===== config.mk =====
export PLATFORM = sky130hd
export DESIGN_NAME = grid_cond_sync_flat
export DESIGN_NICKNAME = d
export VERILOG_FILES = /design/src/rtl/grid_cond_sync_if.sv /design/src/rtl/grid_cond_sync.sv /design/src/flat_wrapper.sv
export SDC_FILE = /design/constraint.sdc
export NUM_CORES = 1
export LEC_CHECK = 0
export ABC_CLOCK_PERIOD_IN_PS = 3500
export BUFFER_PORTS_ARGS = -buffer_cell sky130_fd_sc_hd__buf_2
export CAP_MARGIN = 20
export CORE_MARGIN = 8
export CORE_UTILIZATION = 30
export CTS_BUF_LIST = sky130_fd_sc_hd__clkbuf_16
export DETAILED_ROUTE_END_ITERATION = 10
export GPL_ROUTABILITY_DRIVEN = 1
export HOLD_SLACK_MARGIN = 0.1
export PLACE_DENSITY = 0.46
export SYNTH_ARGS = -nofsm -noshare
export SYNTH_HDL_FRONTEND = slang
export SYNTH_SLANG_ARGS = --single-unit

===== constraint.sdc =====
create_clock -name clk -period 3.5 [get_ports clk]
set_input_delay 0.175 -clock clk [delete_from_list [all_inputs] [get_ports clk]]
set_output_delay 0.175 -clock clk [all_outputs]
set_load 0.01 [all_outputs]

===== src/rtl/grid_cond_sync_if.sv =====
// Handshake/status bundle between the PEs of one grid and the grid condition barrier.
interface grid_cond_sync_if #(
  parameter int N_PE = 16
);
  logic [N_PE-1:0] active_mask;
  logic [N_PE-1:0] pe_post_valid;
  logic [N_PE-1:0] pe_post_cond;
  logic [N_PE-1:0] pe_post_ready;
  logic [N_PE-1:0] pe_ack;
  logic [15:0]     cond_state;
  logic            cond_valid;
  logic [3:0]      epoch;
  logic            busy;

  modport master (
    output active_mask, pe_post_valid, pe_post_cond, pe_ack,
    input  pe_post_ready, cond_state, cond_valid, epoch, busy
  );

  modport slave (
    input  active_mask, pe_post_valid, pe_post_cond, pe_ack,
    output pe_post_ready, cond_state, cond_valid, epoch, busy
  );
endinterface


===== src/rtl/grid_cond_sync.sv =====
// Grid branch-condition barrier: gathers one condition bit per masked PE, releases the vector once all have posted.
// Posts accepted combinationally, cond_valid one cycle after the final accept; optional collect timeout via GRID_SYNC_TIMEOUT_EN.
module grid_cond_sync #(
  parameter int N_PE      = 16,
  parameter int TIMEOUT_W = 16
) (
  input  logic                 clk,
  input  logic                 rst,
  grid_cond_sync_if.slave      bus
`ifdef GRID_SYNC_TIMEOUT_EN
  ,
  input  logic [TIMEOUT_W-1:0] timeout_cycles,
  output logic                 timeout_err
`endif
);

  typedef enum logic [1:0] {IDLE, COLLECT, RELEASE} state_t;

  state_t          state;
  logic [N_PE-1:0] mask_q;
  logic [N_PE-1:0] arrived;
  logic [N_PE-1:0] acked;
  logic [N_PE-1:0] cond_q;
  logic            cond_valid_q;
  logic            busy_q;
  logic [3:0]      epoch_q;

  logic [N_PE-1:0] mask_eff;
  logic [N_PE-1:0] ready;
  logic [N_PE-1:0] accepted;
  logic [N_PE-1:0] arrived_nxt;
  logic [N_PE-1:0] acked_nxt;
  logic [N_PE-1:0] cond_nxt;
  logic            to_hit;

  // The live mask only matters in IDLE; once an epoch starts the sampled copy rules.
  assign mask_eff    = (state == IDLE) ? bus.active_mask : mask_q;
  assign ready       = (state == RELEASE) ? '0 : (~arrived & mask_eff);
  assign accepted    = bus.pe_post_valid & ready;
  assign arrived_nxt = arrived | accepted;
  assign acked_nxt   = acked | (bus.pe_ack & mask_q);
  assign cond_nxt    = (cond_q & ~accepted) | (bus.pe_post_cond & accepted);

  assign bus.pe_post_ready = ready;
  assign bus.cond_state    = 16'(cond_q);
  assign bus.cond_valid    = cond_valid_q;
  assign bus.busy          = busy_q;
  assign bus.epoch         = epoch_q;

`ifdef GRID_SYNC_TIMEOUT_EN
  logic [TIMEOUT_W-1:0] to_cnt;
  logic [TIMEOUT_W-1:0] to_cnt_inc;
  logic                 timeout_err_q;

  assign to_cnt_inc  = to_cnt + TIMEOUT_W'(1);
  assign to_hit      = (timeout_cycles != '0) && (to_cnt_inc >= timeout_cycles);
  assign timeout_err = timeout_err_q;
`else
  assign to_hit = 1'b0;
`endif

  always_ff @(posedge clk or posedge rst) begin
    if (rst) begin
      state        <= IDLE;
      mask_q       <= '0;
      arrived      <= '0;
      acked        <= '0;
      cond_q       <= '0;
      cond_valid_q <= 1'b0;
      busy_q       <= 1'b0;
      epoch_q      <= 4'd0;
`ifdef GRID_SYNC_TIMEOUT_EN
      to_cnt        <= '0;
      timeout_err_q <= 1'b0;
`endif
    end else begin
      case (state)
        IDLE: begin
          if (accepted != '0) begin
            mask_q  <= bus.active_mask;
            arrived <= arrived_nxt;
            cond_q  <= cond_nxt;
            busy_q  <= 1'b1;
`ifdef GRID_SYNC_TIMEOUT_EN
            to_cnt  <= '0;
`endif
            if (arrived_nxt == bus.active_mask) begin
              state        <= RELEASE;
              cond_valid_q <= 1'b1;
            end else begin
              state <= COLLECT;
            end
          end
        end
        COLLECT: begin
          arrived <= arrived_nxt;
          cond_q  <= cond_nxt;
`ifdef GRID_SYNC_TIMEOUT_EN
          to_cnt  <= to_cnt_inc;
`endif
          if (arrived_nxt == mask_q) begin
            state        <= RELEASE;
            cond_valid_q <= 1'b1;
          end else if (to_hit) begin
            // Missing PEs are dropped from the ack set; their cond bits stay 0.
            state        <= RELEASE;
            cond_valid_q <= 1'b1;
            mask_q       <= arrived_nxt;
`ifdef GRID_SYNC_TIMEOUT_EN
            timeout_err_q <= 1'b1;
`endif
          end
        end
        RELEASE: begin
          acked <= acked_nxt;
          if (acked_nxt == mask_q) begin
            state        <= IDLE;
            arrived      <= '0;
            acked        <= '0;
            cond_q       <= '0;
            cond_valid_q <= 1'b0;
            busy_q       <= 1'b0;
            epoch_q      <= epoch_q + 4'd1;
          end
        end
        default: state <= IDLE;
      endcase
    end
  end

endmodule


===== src/flat_wrapper.sv =====
// flat-port wrapper written by rule: the top's interface ports become plain ports
module grid_cond_sync_flat 
#(
  parameter int N_PE      = 16,
  parameter int TIMEOUT_W = 16
)
  (clk, rst, bus_active_mask, bus_pe_post_valid, bus_pe_post_cond, bus_pe_ack, bus_pe_post_ready, bus_cond_state, bus_cond_valid, bus_epoch, bus_busy);
  grid_cond_sync_if #(.N_PE(N_PE)) bus_i ();
  input  logic clk;
  input  logic rst;
  input wire logic [$bits(bus_i.active_mask)-1:0] bus_active_mask;
  input wire logic [$bits(bus_i.pe_post_valid)-1:0] bus_pe_post_valid;
  input wire logic [$bits(bus_i.pe_post_cond)-1:0] bus_pe_post_cond;
  input wire logic [$bits(bus_i.pe_ack)-1:0] bus_pe_ack;
  output wire logic [$bits(bus_i.pe_post_ready)-1:0] bus_pe_post_ready;
  output wire logic [$bits(bus_i.cond_state)-1:0] bus_cond_state;
  output wire logic [$bits(bus_i.cond_valid)-1:0] bus_cond_valid;
  output wire logic [$bits(bus_i.epoch)-1:0] bus_epoch;
  output wire logic [$bits(bus_i.busy)-1:0] bus_busy;
  assign bus_i.active_mask = bus_active_mask;
  assign bus_i.pe_post_valid = bus_pe_post_valid;
  assign bus_i.pe_post_cond = bus_pe_post_cond;
  assign bus_i.pe_ack = bus_pe_ack;
  assign bus_pe_post_ready = bus_i.pe_post_ready;
  assign bus_cond_state = bus_i.cond_state;
  assign bus_cond_valid = bus_i.cond_valid;
  assign bus_epoch = bus_i.epoch;
  assign bus_busy = bus_i.busy;
  grid_cond_sync #(.N_PE(N_PE), .TIMEOUT_W(TIMEOUT_W)) u_core (.clk(clk), .rst(rst), .bus(bus_i));
endmodule

==> impl_results.html <==
<table>
<tr><th>Metric</th><th>Value</th></tr>
<tr><th colspan="2">Status</th></tr>
<tr><td>Result of the run</td><td>finished, final reports clean</td></tr>
<tr><th colspan="2">Flow run</th></tr>
<tr><td>Max-cap viol count</td><td>0</td></tr>
<tr><th colspan="2">Floorplan</th></tr>
<tr><td>Starting density of the core</td><td>30.3%</td></tr>
<tr><td>Number of standard-cell rows in the floorplan</td><td>46</td></tr>
<tr><td>Io pins</td><td>104</td></tr>
<tr><td>DIE AREA</td><td>0.0201 sq mm</td></tr>
<tr><td>Die height</td><td>between 100 and 150 um</td></tr>
<tr><td>Width of the die</td><td>142 um</td></tr>
<tr><td>Total core area</td><td>0.0157 sq mm</td></tr>
<tr><th colspan="2">Setup path</th></tr>
<tr><td>Critical path capture point type</td><td>register</td></tr>
<tr><td>Startpoint types</td><td>register</td></tr>
<tr><td>Cell at the slowest stage of the critical path</td><td>mux2_2</td></tr>
<tr><td>Critical Path Fanout Max</td><td>23</td></tr>
<tr><td>Cell type group with the largest total delay on the critical path</td><td>compound AO/OA/AOI/OAI gates</td></tr>
<tr><td>Cell mode on critical path</td><td>mux2_2</td></tr>
<tr><td>Cells traversed along the worst timing path</td><td>inv_1, ha_1, buf_4, mux2_2, a31oi_2, xnor2_1, nor4_1, a41oi_1, a211oi_1, mux2_2</td></tr>
<tr><td>Worst setup path class</td><td>register to register</td></tr>
<tr><td>Buffering stage count on the worst path with inverters included</td><td>2</td></tr>
<tr><td>Required time of the critical path</td><td>approximately 3.7 ns</td></tr>
<tr><td>Endpoint arrival time on the critical path</td><td>roughly 3.6 ns</td></tr>
<tr><td>Peak per-stage delay on the critical path</td><td>0.43 ns</td></tr>
<tr><th colspan="2">GRT</th></tr>
<tr><td>Total gr overflow</td><td>0</td></tr>
<tr><td>Maximum number of pins on one net before global-route repair</td><td>73</td></tr>
<tr><td>Number of antenna violations at the first check in global routing</td><td>0</td></tr>
<tr><td>Number of global-route vias before repair</td><td>4,684</td></tr>
<tr><td>Global-route total usage across every layer</td><td>between 10% and 20%</td></tr>
<tr><td>Global-route wire length before repair</td><td>26,800 um</td></tr>
<tr><th colspan="2">Clock network</th></tr>
<tr><td>Clock slew seen by the registers of the worst setup and hold paths</td><td>roughly 0.060 ns</td></tr>
<tr><td>CTS sink count</td><td>72</td></tr>
<tr><td>Worst-Skew Late Latency</td><td>between 0.3 and 0.4 ns</td></tr>
<tr><td>Clock tree from TritonCTS</td><td>yes</td></tr>
<tr><td>Clock Tree Root</td><td>clkbuf_16</td></tr>
<tr><td>Number of buffers between clock root and the deepest sink</td><td>2</td></tr>
<tr><td>Number of buffers created by CTS</td><td>9</td></tr>
<tr><td>CTS H-tree lvls</td><td>3</td></tr>
<tr><td>Number of buffers inserted by post-CTS setup repair</td><td>0</td></tr>
<tr><th colspan="2">Finish</th></tr>
<tr><td>Number of nets at the end of the flow</td><td>around 730</td></tr>
<tr><td>Synth-to-layout area growth</td><td>27.3%</td></tr>
<tr><td>Number of diodes</td><td>0</td></tr>
<tr><td>Share of post-route cells with drive strength above 1</td><td>27.3%</td></tr>
<tr><td>Area of all placed cells without fillers</td><td>0.00605 sq mm</td></tr>
<tr><td>Number of fill cells</td><td>between 1,500 and 2,000</td></tr>
<tr><th colspan="2">Placement</th></tr>
<tr><td>Number of port buffers</td><td>just over 100</td></tr>
<tr><td>Setup WS pre-CTS</td><td>0.0921 ns</td></tr>
<tr><td>Instance area at placement</td><td>0.00565 sq mm</td></tr>
<tr><td>Routability cong.</td><td>0.869</td></tr>
<tr><td>Post-DP HPWL</td><td>13,200 um</td></tr>
<tr><th colspan="2">Drt</th></tr>
<tr><td>Routed met3 length</td><td>1040 um</td></tr>
<tr><td>Vias per inst</td><td>approximately 5.3</td></tr>
<tr><td>Final ANT Viol Nets</td><td>0</td></tr>
<tr><td>Final wirelength</td><td>roughly 17,000 um</td></tr>
<tr><td>Count of TritonRoute iterations in the first routing pass</td><td>5</td></tr>
<tr><td>Highest routed metal layer</td><td>met4</td></tr>
<tr><td>Routed WL per cell</td><td>19.6 um</td></tr>
<tr><td>Met2 wirelength from detailed routing</td><td>~7800 um</td></tr>
<tr><td>Via count</td><td>4,692</td></tr>
<tr><td>Metal1 wirelength</td><td>8200 um</td></tr>
<tr><td>Initial detailed-routing violation count</td><td>362</td></tr>
<tr><td>Drt drc</td><td>0</td></tr>
<tr><th colspan="2">Timing</th></tr>
<tr><td>Post-layout min period</td><td>approximately 3.4 ns</td></tr>
<tr><td>Final TNS setup</td><td>0 ns</td></tr>
<tr><td>Final period util</td><td>96.1%</td></tr>
<tr><td>Slew at the pin with the worst max-slew slack</td><td>0.984 ns</td></tr>
<tr><td>Achievable clock frequency</td><td>297 MHz</td></tr>
<tr><td>Worst Hold Slack</td><td>0.105 ns</td></tr>
<tr><td>Number of failing hold endpoints at the final stage</td><td>0</td></tr>
<tr><td>Slew Limit Headroom</td><td>between 30% and 40%</td></tr>
<tr><td>Slew Viols, Final</td><td>0</td></tr>
<tr><td>Max Clock Skew</td><td>0.00675 ns</td></tr>
<tr><td>Setup violation total in the final timing report</td><td>0</td></tr>
<tr><td>Unrepaired setup endpoints after global routing</td><td>false</td></tr>
<tr><td>Least setup slack across all paths after layout</td><td>0.135 ns</td></tr>
<tr><th colspan="2">Logic synthesis</th></tr>
<tr><td>Number of enable-type register cells in the synthesized netlist</td><td>0</td></tr>
<tr><td>Number of warning messages in the yosys log</td><td>0</td></tr>
<tr><td>Summed instance area of the synthesized netlist</td><td>0.00475 sq mm</td></tr>
<tr><td>Syn_nets</td><td>605</td></tr>
<tr><td>Fraction of synthesis flops using an asynchronous set or reset pin</td><td>between 90% and 100%</td></tr>
<tr><td>Sequential element share of the synthesized area</td><td>37.9%</td></tr>
<tr><td>Ys flop type</td><td>dfrtp_1</td></tr>
<tr><td>Count of unique library cells instantiated by Yosys</td><td>63</td></tr>
<tr><td>Count of state elements after synthesis</td><td>72</td></tr>
<tr><td>Synthesized netlist cell count</td><td>~530</td></tr>
<tr><td>Synth Area per Inst</td><td>8.90 sq um</td></tr>
<tr><th colspan="2">Pwr</th></tr>
<tr><td>Tot Pwr</td><td>between 0.005 and 0.006 W</td></tr>
<tr><td>Standby leakage power</td><td>2.67 nW</td></tr>
<tr><td>Power density cells</td><td>935 mW/mm^2</td></tr>
<tr><td>Worst-case vdd ir drop</td><td>0.000463 V</td></tr>
<tr><th colspan="2">Min path</th></tr>
<tr><td>Class of the worst hold path</td><td>input pin to async pin</td></tr>
</table>
-- report_power, final --
part	leakage, nW	internal (W)	switching [W]
Combinational	1.72	0.00133	0.00174
Clock	0.153	0.000618	0.000375
Sequential	0.791	0.00118	0.000412
Total	2.67	0.00312	0.00253
-- registers in the layout (all words and copies together) (netlist names) --
signal                 cells
u_core.bus.cond_valid      1
u_core.bus.epoch           4
u_core.bus.busy            1
u_core.bus.cond_state     16
u_core.acked              16
u_core.arrived            16
u_core.state               2
u_core.mask_q             16
-- synth_stat cells (all sizes together), types with 3 or more instances --
cell type  instances  area, sq um
or2                6         37.5
nor2b             31          194
a22o               4         35.0
inv               35          131
dfrtp             72         1800
o311ai             7         61.3
nor2              51          194
a31oi             37          231
nand2             23         86.3
o2bb2ai            8         70.1
xnor2             11         96.3
o22ai              9         56.3
o211ai             3         27.5
nor3b              6         45.0
nor3              20          100
a22oi              4         30.0
a32o               6         60.1
a2111oi            4         35.0
clkbuf            18         68.8
buf               14         92.6
mux2i             20          200
o21ai             23          115
nor4              12         75.1
nor4b              6         52.6
nand4              7         43.8
xor2               3         26.3
nand3              5         25.0
a41oi              7         61.3
mux2              16          203
nand2b            10         62.6
o31a               3         26.3
a211o              3         26.3
ha                 5         62.6
a21oi             17         85.1
-- routing by layer --
| metal | vias up | track usage (%) |
|---|---|---|
| met5 | - | 0 |
| li1 | 2224 | - |
| met3 | 7 | 5.07 |
| met2 | 145 | 26.8 |
| met1 | 2316 | 23.5 |
| met4 | 0 | 3.90 |
-- logic make-up (layout without fill, tap and decap cells) --
kind of cell | Yosys count | count (layout) | share of synthesized area (%)
compound gates | 151 | 151 | 22.2
xor+xnor | 14 | 14 | 2.58
fa+ha+maj | 5 | 5 | 1.32
buf+inv | 67 | 196 | 6.16
flops | 72 | 72 | 37.9
mux | 36 | 36 | 8.48
simple gates | 189 | 189 | 21.3
-- tightest hold or removal path, cell delays in order --
cell   delay (ns)
buf_2        0.10
inv_2        0.03
buf_4        0.70
-- placed cells by master (no fill, tap or decap), types with 3 or more instances in the layout --
| cell type | count |
|---|---|
| a2111oi_0 | 4 |
| a211o_1 | 3 |
| a21oi_1 | 17 |
| a22o_1 | 4 |
| a22oi_1 | 4 |
| a31oi_1 | 36 |
| a32o_1 | 6 |
| a41oi_1 | 7 |
| buf_2 | 103 |
| buf_4 | 33 |
| clkbuf_16 | 9 |
| clkinv_2 | 3 |
| dfrtp_1 | 72 |
| dlygate4sd3_1 | 8 |
| ha_1 | 4 |
| inv_1 | 34 |
| mux2_2 | 10 |
| mux2_4 | 6 |
| mux2i_1 | 19 |
| nand2_1 | 23 |
| nand2b_1 | 10 |
| nand3_1 | 5 |
| nand4_1 | 7 |
| nor2_1 | 50 |
| nor2b_1 | 31 |
| nor3_1 | 20 |
| nor3b_1 | 6 |
| nor4_1 | 12 |
| nor4b_1 | 6 |
| o21ai_0 | 23 |
| o22ai_1 | 9 |
| o2bb2ai_1 | 8 |
| o311ai_0 | 7 |
| o31a_1 | 3 |
| or2_2 | 5 |
| xnor2_1 | 11 |
| xor2_1 | 3 |
-- through the flow --
step / instances / utilization (%)
6_report: 879 / 38.6
5_1_grt: 879 / 38.6
4_1_cts: 879 / 38.6
3_5_place_dp: 855 / 36.1
3_3_place_gp: 855 / 36.1
2_1_floorplan: 534 / -
-- worst paths after layout --
kind | start | endpoint | slack [ns] | cells past startpoint
max | u_core.state[0] | u_core.bus.cond_valid | 0.13 | 10
min | rst | u_core.bus.cond_state[1] | 0.11 | 3
max reg2reg | u_core.state[0] | u_core.bus.cond_valid | 0.13 | 10
min reg2reg | u_core.bus.epoch[3] | u_core.bus.epoch[3] | 0.47 | 1
max in group asynchronous | rst | u_core.bus.cond_state[12] | 2.72 | 3
min in group clk | bus_pe_ack[11] | u_core.acked[11] | 0.11 | 3
-- repair_timing --
item | 4_1_cts | 5_1_grt
resized for setup | 0 | 2
endpoints found under the setup margin | 0 | 13
hold buffers | 8 | 0
endpoints found under the hold margin | 8 | 0
-- area by class of cell --
class	count	area [sq um]	share of cell area [%]
well taps	216	270	4.47
inverters	35	131	2.17
repair buffers	145	863	14.3
clock buffers	9	225	3.72
clock inverters	7	86.3	1.43
multi-input cells	395	2670	44.1
flip-flops and latches	72	1800	29.8
Power figures use the tool's default switching activity.
